--- src/rtl/mc_controller_pkg.sv ---
`default_nettype none
// ============================================================================
//  Module   : mc_controller_pkg
//  Brief    : Shared encodings for the multi-cycle MIPS controller: FSM
//             states, instruction classes, opcode/func codes and datapath
//             select constants.
//  Revision : 1.0 - initial release
// ============================================================================
package mc_controller_pkg;

  typedef enum logic [2:0] {
    S_FETCH    = 3'd0,
    S_DECODE   = 3'd1,
    S_EXEC     = 3'd2,
    S_MEM      = 3'd3,
    S_WB       = 3'd4,
    S_MDU_WAIT = 3'd5
  } state_t;

  typedef enum logic [3:0] {
    CLS_ALU, CLS_LOAD, CLS_STORE, CLS_BRANCH, CLS_J, CLS_JAL, CLS_JR,
    CLS_MFHI, CLS_MFLO, CLS_MULT, CLS_DIV, CLS_ILLEGAL
  } cls_t;

  // Opcodes (IR[31:26])
  localparam logic [5:0] OP_RTYPE = 6'h00;
  localparam logic [5:0] OP_J     = 6'h02;
  localparam logic [5:0] OP_JAL   = 6'h03;
  localparam logic [5:0] OP_BEQ   = 6'h04;
  localparam logic [5:0] OP_BLEZ  = 6'h06;
  localparam logic [5:0] OP_ADDIU = 6'h09;
  localparam logic [5:0] OP_ORI   = 6'h0D;
  localparam logic [5:0] OP_LUI   = 6'h0F;
  localparam logic [5:0] OP_LB    = 6'h20;
  localparam logic [5:0] OP_LH    = 6'h21;
  localparam logic [5:0] OP_LW    = 6'h23;
  localparam logic [5:0] OP_SB    = 6'h28;
  localparam logic [5:0] OP_SH    = 6'h29;
  localparam logic [5:0] OP_SW    = 6'h2B;

  // Function codes (IR[5:0]) for R-type
  localparam logic [5:0] F_JR   = 6'h08;
  localparam logic [5:0] F_MFHI = 6'h10;
  localparam logic [5:0] F_MFLO = 6'h12;
  localparam logic [5:0] F_MULT = 6'h18;
  localparam logic [5:0] F_DIV  = 6'h1A;
  localparam logic [5:0] F_ADDU = 6'h21;
  localparam logic [5:0] F_SUBU = 6'h23;
  localparam logic [5:0] F_AND  = 6'h24;
  localparam logic [5:0] F_OR   = 6'h25;
  localparam logic [5:0] F_SLT  = 6'h2A;

  // Idle value for selects when no instruction is being decoded
  localparam logic [1:0] SEL2_SAFE = 2'b11;
  localparam logic [2:0] SEL3_SAFE = 3'b111;

  localparam logic [1:0] REGDST_RT = 2'b00;
  localparam logic [1:0] REGDST_RD = 2'b01;
  localparam logic [1:0] REGDST_RA = 2'b10;

  localparam logic [1:0] REGDATA_ALU  = 2'b00;
  localparam logic [1:0] REGDATA_MEM  = 2'b01;
  localparam logic [1:0] REGDATA_RA   = 2'b10;
  localparam logic [1:0] REGDATA_HILO = 2'b11;

  localparam logic [1:0] EXT_ZERO = 2'b00;
  localparam logic [1:0] EXT_SIGN = 2'b01;
  localparam logic [1:0] EXT_LUI  = 2'b10;

  localparam logic [1:0] NPC_GENERAL = 2'b00;
  localparam logic [1:0] NPC_B       = 2'b01;
  localparam logic [1:0] NPC_J       = 2'b10;
  localparam logic [1:0] NPC_JR      = 2'b11;

  localparam logic [1:0] CMP_EQ  = 2'b00;
  localparam logic [1:0] CMP_LEZ = 2'b01;

  localparam logic [2:0] LS_W = 3'b000;
  localparam logic [2:0] LS_H = 3'b001;
  localparam logic [2:0] LS_B = 3'b010;

  localparam logic [2:0] ALU_ADD = 3'b000;
  localparam logic [2:0] ALU_SUB = 3'b001;
  localparam logic [2:0] ALU_AND = 3'b010;
  localparam logic [2:0] ALU_OR  = 3'b011;
  localparam logic [2:0] ALU_SLT = 3'b100;
  localparam logic [2:0] ALU_LUI = 3'b101;

  localparam logic MDU_MULT = 1'b0;
  localparam logic MDU_DIV  = 1'b1;

  typedef struct packed {
    cls_t       cls;
    logic [1:0] reg_dst;
    logic [1:0] reg_data;
    logic [1:0] ext_op;
    logic [1:0] npc_sel;
    logic [1:0] cmp_sel;
    logic [2:0] ls_sel;
    logic [2:0] alu_op;
    logic       mdu_op;
  } dec_t;

endpackage
`default_nettype wire

--- src/rtl/mc_decode.sv ---
`default_nettype none
// ============================================================================
//  Module   : mc_decode
//  Brief    : Combinational op/func decode into an instruction class plus the
//             static datapath selects for that instruction.
//  Revision : 1.0 - initial release
// ============================================================================
module mc_decode
  import mc_controller_pkg::*;
(
  input  logic [5:0] op,
  input  logic [5:0] func,
  output dec_t       dec
);

  // Anything not matched stays CLS_ILLEGAL with safe selects and sequential PC
  always_comb begin
    dec = '{cls: CLS_ILLEGAL, reg_dst: SEL2_SAFE, reg_data: SEL2_SAFE,
            ext_op: SEL2_SAFE, npc_sel: NPC_GENERAL, cmp_sel: SEL2_SAFE,
            ls_sel: SEL3_SAFE, alu_op: SEL3_SAFE, mdu_op: MDU_MULT};
    case (op)
      OP_RTYPE: begin
        case (func)
          F_ADDU, F_SUBU, F_AND, F_OR, F_SLT: begin
            dec.cls      = CLS_ALU;
            dec.reg_dst  = REGDST_RD;
            dec.reg_data = REGDATA_ALU;
            case (func)
              F_SUBU:  dec.alu_op = ALU_SUB;
              F_AND:   dec.alu_op = ALU_AND;
              F_OR:    dec.alu_op = ALU_OR;
              F_SLT:   dec.alu_op = ALU_SLT;
              default: dec.alu_op = ALU_ADD;
            endcase
          end
          F_JR: begin
            dec.cls     = CLS_JR;
            dec.npc_sel = NPC_JR;
          end
          F_MFHI, F_MFLO: begin
            dec.cls      = (func == F_MFHI) ? CLS_MFHI : CLS_MFLO;
            dec.reg_dst  = REGDST_RD;
            dec.reg_data = REGDATA_HILO;
          end
          F_MULT: begin
            dec.cls    = CLS_MULT;
            dec.mdu_op = MDU_MULT;
          end
          F_DIV: begin
            dec.cls    = CLS_DIV;
            dec.mdu_op = MDU_DIV;
          end
          default: ;
        endcase
      end
      OP_J: begin
        dec.cls     = CLS_J;
        dec.npc_sel = NPC_J;
      end
      OP_JAL: begin
        dec.cls      = CLS_JAL;
        dec.npc_sel  = NPC_J;
        dec.reg_dst  = REGDST_RA;
        dec.reg_data = REGDATA_RA;
      end
      OP_BEQ, OP_BLEZ: begin
        dec.cls     = CLS_BRANCH;
        dec.npc_sel = NPC_B;
        dec.ext_op  = EXT_SIGN;
        dec.alu_op  = ALU_SUB;
        dec.cmp_sel = (op == OP_BEQ) ? CMP_EQ : CMP_LEZ;
      end
      OP_ADDIU, OP_ORI, OP_LUI: begin
        dec.cls      = CLS_ALU;
        dec.reg_dst  = REGDST_RT;
        dec.reg_data = REGDATA_ALU;
        case (op)
          OP_ORI:  begin dec.ext_op = EXT_ZERO; dec.alu_op = ALU_OR;  end
          OP_LUI:  begin dec.ext_op = EXT_LUI;  dec.alu_op = ALU_LUI; end
          default: begin dec.ext_op = EXT_SIGN; dec.alu_op = ALU_ADD; end
        endcase
      end
      OP_LW, OP_LH, OP_LB: begin
        dec.cls      = CLS_LOAD;
        dec.reg_dst  = REGDST_RT;
        dec.reg_data = REGDATA_MEM;
        dec.ext_op   = EXT_SIGN;
        dec.alu_op   = ALU_ADD;
        dec.ls_sel   = (op == OP_LW) ? LS_W : ((op == OP_LH) ? LS_H : LS_B);
      end
      OP_SW, OP_SH, OP_SB: begin
        dec.cls    = CLS_STORE;
        dec.ext_op = EXT_SIGN;
        dec.alu_op = ALU_ADD;
        dec.ls_sel = (op == OP_SW) ? LS_W : ((op == OP_SH) ? LS_H : LS_B);
      end
      default: ;
    endcase
  end

endmodule
`default_nettype wire

--- src/rtl/mc_controller.sv ---
`default_nettype none
// ============================================================================
//  Module   : mc_controller
//  Brief    : Multi-cycle MIPS control FSM (FETCH/DECODE/EXEC/MEM/WB plus
//             MDU_WAIT) with ready-handshaked memories and MDU wait counter.
//  Revision : 1.0 - initial release
// ============================================================================
module mc_controller
  import mc_controller_pkg::*;
#(
  parameter int MULT_CYCLES = 5,
  parameter int DIV_CYCLES  = 10,
  parameter int CNT_W       = 4
) (
  input  logic       clk,
  input  logic       reset,
  input  logic [5:0] op,
  input  logic [5:0] func,
  input  logic       imem_ready,
  input  logic       dmem_ready,
  output logic       ir_wr,
  output logic       pc_wr,
  output logic       reg_wr,
  output logic       dm_rd,
  output logic       dm_wr,
  output logic       hilo_wr,
  output logic       mdu_start,
  output logic       mdu_op,
  output logic [1:0] reg_dst,
  output logic [1:0] reg_data,
  output logic [1:0] ext_op,
  output logic [1:0] npc_sel,
  output logic [1:0] cmp_sel,
  output logic [2:0] ls_sel,
  output logic [2:0] alu_op,
  output logic       retire,
  output logic       illegal,
  output logic [2:0] state
);

  dec_t             dec;
  state_t           cur;
  logic [CNT_W-1:0] cnt;
  logic             mdu_done;

  mc_decode u_decode (
    .op   (op),
    .func (func),
    .dec  (dec)
  );

  assign mdu_done = (cnt == '0);
  assign state    = cur;

  // State register and MDU wait counter; reset returns to FETCH with counter cleared
  always_ff @(posedge clk) begin
    if (!reset) begin
      cur <= S_FETCH;
      cnt <= '0;
    end else begin
      case (cur)
        S_FETCH:  if (imem_ready) cur <= S_DECODE;
        S_DECODE: begin
          case (dec.cls)
            CLS_J, CLS_JAL, CLS_JR, CLS_MFHI, CLS_MFLO, CLS_ILLEGAL: cur <= S_FETCH;
            default: cur <= S_EXEC;
          endcase
        end
        S_EXEC: begin
          case (dec.cls)
            CLS_BRANCH:          cur <= S_FETCH;
            CLS_LOAD, CLS_STORE: cur <= S_MEM;
            CLS_MULT: begin
              cnt <= CNT_W'(MULT_CYCLES - 1);
              cur <= S_MDU_WAIT;
            end
            CLS_DIV: begin
              cnt <= CNT_W'(DIV_CYCLES - 1);
              cur <= S_MDU_WAIT;
            end
            default: cur <= S_WB;
          endcase
        end
        S_MEM: begin
          if (dmem_ready) cur <= (dec.cls == CLS_LOAD) ? S_WB : S_FETCH;
        end
        S_WB: cur <= S_FETCH;
        S_MDU_WAIT: begin
          if (mdu_done) cur <= S_FETCH;
          else          cnt <= cnt - CNT_W'(1);
        end
        default: cur <= S_FETCH;
      endcase
    end
  end

  // Output decode from state and the instruction held in IR; everything is
  // forced idle while reset is asserted so no write can escape that cycle
  always_comb begin
    ir_wr     = 1'b0;
    pc_wr     = 1'b0;
    reg_wr    = 1'b0;
    dm_rd     = 1'b0;
    dm_wr     = 1'b0;
    hilo_wr   = 1'b0;
    mdu_start = 1'b0;
    retire    = 1'b0;
    illegal   = 1'b0;
    mdu_op    = 1'b0;
    reg_dst   = SEL2_SAFE;
    reg_data  = SEL2_SAFE;
    ext_op    = SEL2_SAFE;
    npc_sel   = SEL2_SAFE;
    cmp_sel   = SEL2_SAFE;
    ls_sel    = SEL3_SAFE;
    alu_op    = SEL3_SAFE;
    if (reset && (cur != S_FETCH)) begin
      reg_dst  = dec.reg_dst;
      reg_data = dec.reg_data;
      ext_op   = dec.ext_op;
      npc_sel  = dec.npc_sel;
      cmp_sel  = dec.cmp_sel;
      ls_sel   = dec.ls_sel;
      alu_op   = dec.alu_op;
      mdu_op   = dec.mdu_op;
    end
    if (reset) begin
      case (cur)
        S_FETCH: ir_wr = imem_ready;
        S_DECODE: begin
          case (dec.cls)
            CLS_J, CLS_JR: begin
              pc_wr  = 1'b1;
              retire = 1'b1;
            end
            CLS_JAL, CLS_MFHI, CLS_MFLO: begin
              reg_wr = 1'b1;
              pc_wr  = 1'b1;
              retire = 1'b1;
            end
            CLS_ILLEGAL: begin
              pc_wr   = 1'b1;
              retire  = 1'b1;
              illegal = 1'b1;
            end
            default: ;
          endcase
        end
        S_EXEC: begin
          case (dec.cls)
            CLS_BRANCH: begin
              pc_wr  = 1'b1;
              retire = 1'b1;
            end
            CLS_MULT, CLS_DIV: mdu_start = 1'b1;
            default: ;
          endcase
        end
        S_MEM: begin
          if (dec.cls == CLS_LOAD) begin
            dm_rd = 1'b1;
          end else begin
            dm_wr  = 1'b1;
            pc_wr  = dmem_ready;
            retire = dmem_ready;
          end
        end
        S_WB: begin
          reg_wr = 1'b1;
          pc_wr  = 1'b1;
          retire = 1'b1;
        end
        S_MDU_WAIT: begin
          hilo_wr = mdu_done;
          pc_wr   = mdu_done;
          retire  = mdu_done;
        end
        default: ;
      endcase
    end
  end

endmodule
`default_nettype wire

--- config.mk ---
export PLATFORM = sky130hd
export DESIGN_NAME = mc_controller
export DESIGN_NICKNAME = d
export VERILOG_FILES = /design/src/rtl/mc_controller_pkg.sv /design/src/rtl/mc_decode.sv /design/src/rtl/mc_controller.sv
export SDC_FILE = /design/constraint.sdc
export NUM_CORES = 1
export LEC_CHECK = 0
export CAP_MARGIN = 15
export CORE_MARGIN = 1
export CORE_UTILIZATION = 30
export CTS_CLUSTER_DIAMETER = 60
export DETAILED_ROUTE_END_ITERATION = 12
export GPL_TIMING_DRIVEN = 1
export PLACE_DENSITY_LB_ADDON = 0.12
export RECOVER_POWER = 100
export SKIP_LAST_GASP = 1
export SLEW_MARGIN = 5
export SYNTH_ARGS = -nofsm -noshare
export SYNTH_HDL_FRONTEND = slang
export SYNTH_SLANG_ARGS = --single-unit
--- constraint.sdc ---
create_clock -name clk -period 3.9 [get_ports clk]
set_clock_uncertainty 0.2 [all_clocks]
set_input_delay 0.78 -clock clk [delete_from_list [all_inputs] [get_ports clk]]
set_output_delay 0.78 -clock clk [all_outputs]
set_load 0.01 [all_outputs]
Word level (Yosys, flattened, before mapping)
Cells that the tools add are included.
{ "word_totals": {"ff_bits": 7, "input_bits": 16, "out_inout_bits": 29, "elab_cells": 132} }
{ "classes": {"addsub": 1, "eq_ne": 44, "muxes": 64, "reduce_logical": 21} }
{ "ops": {"columns": ["cell", "count"], "rows": [
  ["6-bit == test (second input constant)", 11],
  ["4-bit one-hot mux with 7 select lines", 1],
  ["3-bit 2-to-1 mux", 9],
  ["1-bit 2-to-1 mux", 26],
  ["6-bit by 4-bit == test with 1-bit output (second input constant)", 4],
  ["6-bit by 5-bit == test with 1-bit output (second input constant)", 4],
  ["3-bit one-hot mux with 4 select lines", 2],
  ["4-bit one-hot mux with 2 select lines", 3],
  ["2-bit 2-to-1 mux", 10],
  ["4-bit one-hot mux with 5 select lines", 1],
  ["4-bit by 3-bit == test with 1-bit output (second input constant)", 4],
  ["4-bit == test (second input constant)", 4],
  ["4-bit one-hot mux with 4 select lines", 1],
  ["3-bit one-hot mux with 5 select lines", 1],
  ["6-bit by 2-bit == test with 1-bit output (second input constant)", 2],
  ["6-bit by 3-bit == test with 1-bit output (second input constant)", 2],
  ["3-bit one-hot mux with 2 select lines", 2],
  ["3-bit OR reduction", 4],
  ["6-bit OR reduction", 2],
  ["2-bit OR reduction", 5],
  ["3-bit one-hot mux with 3 select lines", 1],
  ["4-bit by 2-bit == test with 1-bit output (second input constant)", 2],
  ["4-bit 2-to-1 mux", 2],
  ["2-bit != test (second input constant)", 4],
  ["other kinds (19)", 23]
]} }

Depth between registers and ports, before layout
{ "logic_depth": {"word_depth": 9, "ltp_mapped": 10, "mapped_depth_nobuf": 7} }

Modules after synthesis
From an unflattened synthesis, not the netlist that was laid out.
{ "unflattened": {"hier_cells": 226, "hier_area_um2": 1582.8} }
{ "modules_own_cells": {"columns": ["module", "n_inst", "cells_each", "area_each_um2", "seq_area_each_um2"], "rows": [
  ["mc_controller", 1, 112, 857.1, 140.1],
  ["mc_decode", 1, 114, 725.7, 0.0]
]} }

Worst setup path after synthesis
Ideal clock, no wire load.
{ "synth_timing": {"kind": "input-to-output", "startpoint": "input func[4]", "endpoint": "output retire", "arrival_ns": 2.842, "required_time_ns": 2.920, "setup_slack_ns": 0.078, "path_stages": 9, "n_path_buf": 2, "cell_sequence": "buf_2 and4b_1 or4_1 a21oi_1 nor2_4 o21ai_2 a21oi_1 o31ai_1 buf_4"} }
{ "synth_between": {"elab_chain_cells": 9, "word_cells_on_any_way": 29, "cone_classes": "18 x eq/ne; 8 x mux; 3 x reduce/logical"} }
{ "synth_rtl": {"columns": ["element", "line", "source"], "rows": [
  ["from (decl)", "mc_controller.sv:18", "input logic [5:0] func,"],
  ["6-bit == test (tied with other cells)", "mc_decode.sv:23", "case (func)"],
  ["5-bit OR reduction (tied with other cells)", "mc_decode.sv:23", null],
  ["4-bit one-hot mux with 5 select lines *", "mc_decode.sv:23", null],
  ["4-bit one-hot mux with 7 select lines *", "mc_decode.sv:21", "case (op)"],
  ["4-bit == test or 4-bit by 3-bit == test with 1-bit output (tied branches)", null, null],
  ["6-bit OR reduction (no source line)", null, null],
  ["1-bit 2-to-1 mux", null, null],
  ["1-bit one-hot mux with 5 select lines *", null, null],
  ["1-bit 2-to-1 mux *", null, null],
  ["to (decl)", "mc_controller.sv:36", "output logic retire,"]
]} }
Every way passes the cells marked *; elsewhere a longest branch is shown, timed or not.

Worst setup path in the final report
{ "layout_timing": {"startpoint": "input op[5]", "endpoint": "output reg_wr"} }
{ "layout_between": {"elab_chain_cells": 8, "word_cells_on_any_way": 26, "cone_classes": "16 x eq/ne; 4 x mux; 6 x reduce/logical"} }
{ "layout_rtl": {"columns": ["element", "line", "source"], "rows": [
  ["from (decl)", "mc_controller.sv:17", "input logic [5:0] op,"],
  ["6-bit == test (tied with other cells)", "mc_decode.sv:21", null],
  ["3-bit OR reduction or 2-bit OR reduction (tied branches)", "mc_decode.sv:21", null],
  ["4-bit one-hot mux with 7 select lines *", "mc_decode.sv:21", null],
  ["4-bit by 3-bit == test with 1-bit output or 4-bit == test (tied branches)", "mc_controller.sv:131", "case (dec.cls)"],
  ["3-bit OR reduction *", null, null],
  ["1-bit 2-to-1 mux *", "mc_controller.sv:131", null],
  ["1-bit one-hot mux with 2 select lines *", "mc_controller.sv:128", "case (cur)"],
  ["1-bit 2-to-1 mux *", "mc_controller.sv:127", "if (reset) begin"],
  ["to (decl)", "mc_controller.sv:23", "output logic reg_wr,"]
]} }
Marked as above.

==> metrics.md <==
| Metric | Value |
|---|---|
| # H-tree levels | 1 |
| Vias in the first global route | roughly 1800 |
| Row count | 24 |
| Core Region | 4380 um2 |
| Clk pin slew, worst setup/hold paths | approximately 40 ps |
| Die Y | 70.0 um |
| Netlist Area Pre-Place | 1390 um2 |
| CP Launch Type | input pin |
| Post-synthesis simple-gate area fraction | 46.8% |
| Syn nets | roughly 230 |
| DR WL met2 | 2.37 mm |
| Pwr dens | between 100 and 150 nW/um2 |
| Final antenna diode count | 0 |
| R2R depth | 5 |
| Cells after Synth | between 200 and 250 |
| Top-level I/O count | between 40 and 50 |
| Die X | 70.0 um |
| Fmax | between 200 and 300 MHz |
| Mean post-synth cell area | between 6 and 7 um2 |
| Post-Route Setup TNS | 0 ps |
| Worst reg2reg setup slack | 1730 ps |
| Largest net degree at the start of global routing | 13 |
| Via count | between 1500 and 2000 |
| Layout Nets | 326 |
| Met3 wire len | ~160 um |
| Distinct cells, synth | 57 |
| Final core utilization | a little under three fifths |
| Skew-Pair Late Insertion Delay | around 230 ps |
| CTS root buffer | clkbuf_8 |
| Hold_ws | 361 ps |
| Min-Delay Path Class | flop to flop |
| RD Place Congestion | roughly 0.84 |
| Commonest non-fill, non-tap cell in the layout | buf_4 |
| Wire per inst | approximately 14 um |
| Commonest cells after routing, fill and taps aside | 61 x buf_4, 26 x clkdlybuf4s50_1, 25 x nand2_1 |
| Crit path time final | ~3900 ps |
| IO buf count | 44 |
| Global route overflow | 0 |
| TritonRoute pass-1 iters | 4 |
| Ys Warns | 0 |
| Worst r2r src | state[0]$_SDFFE_PN0P_ |
| CTS Buffer Depth | 2 |
| Hold Path Depth | 2 |
| Top sig layer | met3 |
| Hold endpoint | cnt[1]$_SDFFE_PN0P_ |
| Multiplexer area fraction after synthesis | 0% |
| Final Max Slew Viols | 0 |
| Fin crit share | 99.2% |
| M1 WL | 2.39 mm |
| # clock sinks | 7 |
| Leakage dissipation | around 0.001 uW |
| Share of the synthesized area in the top cell type | between 10% and 20% |
| Post-DP HPWL | 3.82 mm |
| Sequential share of the synthesized area | 10.1% |
| Via/cell ratio | 5.35 |
| Final setup fails | 0 |
| First-pass GRT wire length | just over 8 mm |
| Initial antenna violation count | 0 |
| Inserted Clock Buffers | 3 |
| Fillers | around 440 |
| Arrival @ worst endpoint | 2890 ps |
| Reg2reg end | cnt[3]$_SDFFE_PN0P_ |
| Hold buffers post-CTS | 0 |
| Post-Synth XOR/XNOR Area | under 10% |
| Worst Path Max Fanout | 8 |
| CP Capture Type | primary output |
| Area leader, netlist | dfxtp_1 |
| Max_slew headroom | roughly a third |
| Final Hold Vio Count | 0 |
| Hold Startpoint | cnt[1]$_SDFFE_PN0P_ |
| Number of routed nets with antenna violations | 0 |
| Adder-Cell Fraction of Synth Area | roughly 1.8% |
| CTS tree | built |
| Max Cap Viol | 0 |
| Die area | 4900 um2 |
| Share of cells above drive strength 1 | between 30% and 40% |
| Tot GR Track Use | between 10% and 20% |
| P&R area growth vs syn | 78.0% |
| Seq cells post-synth | 7 |
| Post-synth EDFFs | 0 |
| Total Routed Length | about 4.9 mm |
| Tightest Pin Transition | roughly 960 ps |
| Largest family of logic cells by synthesized area | simple AND/OR/NAND/NOR gates |
| Top FF cell, synth | dfxtp_1 |
| WP data required | 2920 ps |
| CP Class | input pin to primary output |
| Synth async-reset ratio | 0% |
| RSZ-0062 raised after global routing | true |
| Area contributors post-synth | dfxtp_1 10%, nand2_1 6.8%, nor2_1 5.7% |
| Initial drt markers | 35 |
| Compound-Gate Fraction of Synth Area | about a third |
| Peak supply drop | 74.2 uV |
| Status | completed |
| Drt drc | 0 |
| Starting Density | roughly a third |
synthesized netlist by cell type, types with 3 or more instances:
| cell | count |
|---|---|
| a211oi_1 | 3 |
| nor4_1 | 4 |
| buf_2 | 7 |
| o21ai_0 | 13 |
| nand2b_1 | 8 |
| nand2_1 | 25 |
| nor3_1 | 8 |
| clkbuf_1 | 5 |
| or3_1 | 3 |
| inv_1 | 9 |
| a21oi_1 | 12 |
| nor4b_1 | 3 |
| nor2_1 | 21 |
| a31oi_1 | 5 |
| o31ai_1 | 4 |
| dfxtp_1 | 7 |
| or2_2 | 5 |
| nand3_1 | 12 |
| nor2b_1 | 3 |
| or4_1 | 3 |
worst max-delay path, cell delays in order:
cell and delay [ps]:
clkdlybuf4s50_1 530, buf_6 150, nor3b_1 60, o21ai_1 120, nand4_1 150, buf_4 180, nor2_4 150, nand3_1 110
a211o_1 310, a211oi_2 170, buf_2 160
layout make-up:
class	instances	area, um2	share of cell area (%)
timing repair buffer	108	903	36.6
sequential	7	140	5.68
inverter	9	33.8	1.37
tap	52	65.1	2.64
multi-input combinational	179	1280	51.9
clock buffer	4	45.0	1.83
layer usage:
metal,GRT usage (%),vias to the layer above
met1,28.0,902
met2,32.5,35
met3,2.45,0
met4,2.00,0
li1,-,984
met5,0,-
per-stage QoR:
step	power, uW	instances	setup slack [ps]	instance area [um2]
floorplan	158	209	77.8	1390
global placement	242	347	-659	2240
detailed placement	241	347	-713	2240
CTS	353	354	2.05	2340
global route	390	359	-54.1	2470
finish	365	359	30.9	2470
power breakdown:
| part | total (uW) | internal (uW) | leakage (uW) | switching, uW |
|---|---|---|---|---|
| registers | 77.8 | 73.6 | 0.0000567 | 4.18 |
| logic | 182 | 92.8 | 0.000920 | 89.0 |
| clock network | 106 | 71.0 | 0.0000228 | 34.6 |
| total | 365 | 237 | 0.000999 | 128 |
sequential cells by signal (all words and copies together) (netlist names):
register	flops
state	3
cnt	4
cell families (layout without fill, tap and decap cells):
family                     after synthesis  in the layout
AOI/OAI and AO/OA                       58             58
xor gates and xnor gates                 3              3
adders and majority gates                2              2
buffers and inverters                   23            121
DFF                                      7              7
and+or+nand+nor                        116            116
timing repair:
item | CTS | global route
setup buffers | 3 | 5
hold endpoints to repair | 0 | 0
setup endpoints to repair | 13 | 9
gates resized for setup | 45 | 31
pin swaps | 6 | 14
worst max-delay path by stage:
stage | startpoint | slack [ps] | cells after the start | endpoint
CTS | op[3] | 2 | 10 | reg_wr
global placement | func[5] | -660 | 9 | pc_wr
finish | op[5] | 30 | 11 | reg_wr
detailed placement | func[5] | -710 | 9 | pc_wr
global route | op[5] | -50 | 11 | reg_wr
floorplan | func[4] | 80 | 9 | retire
No activity file was read; power rests on OpenSTA's default activity.
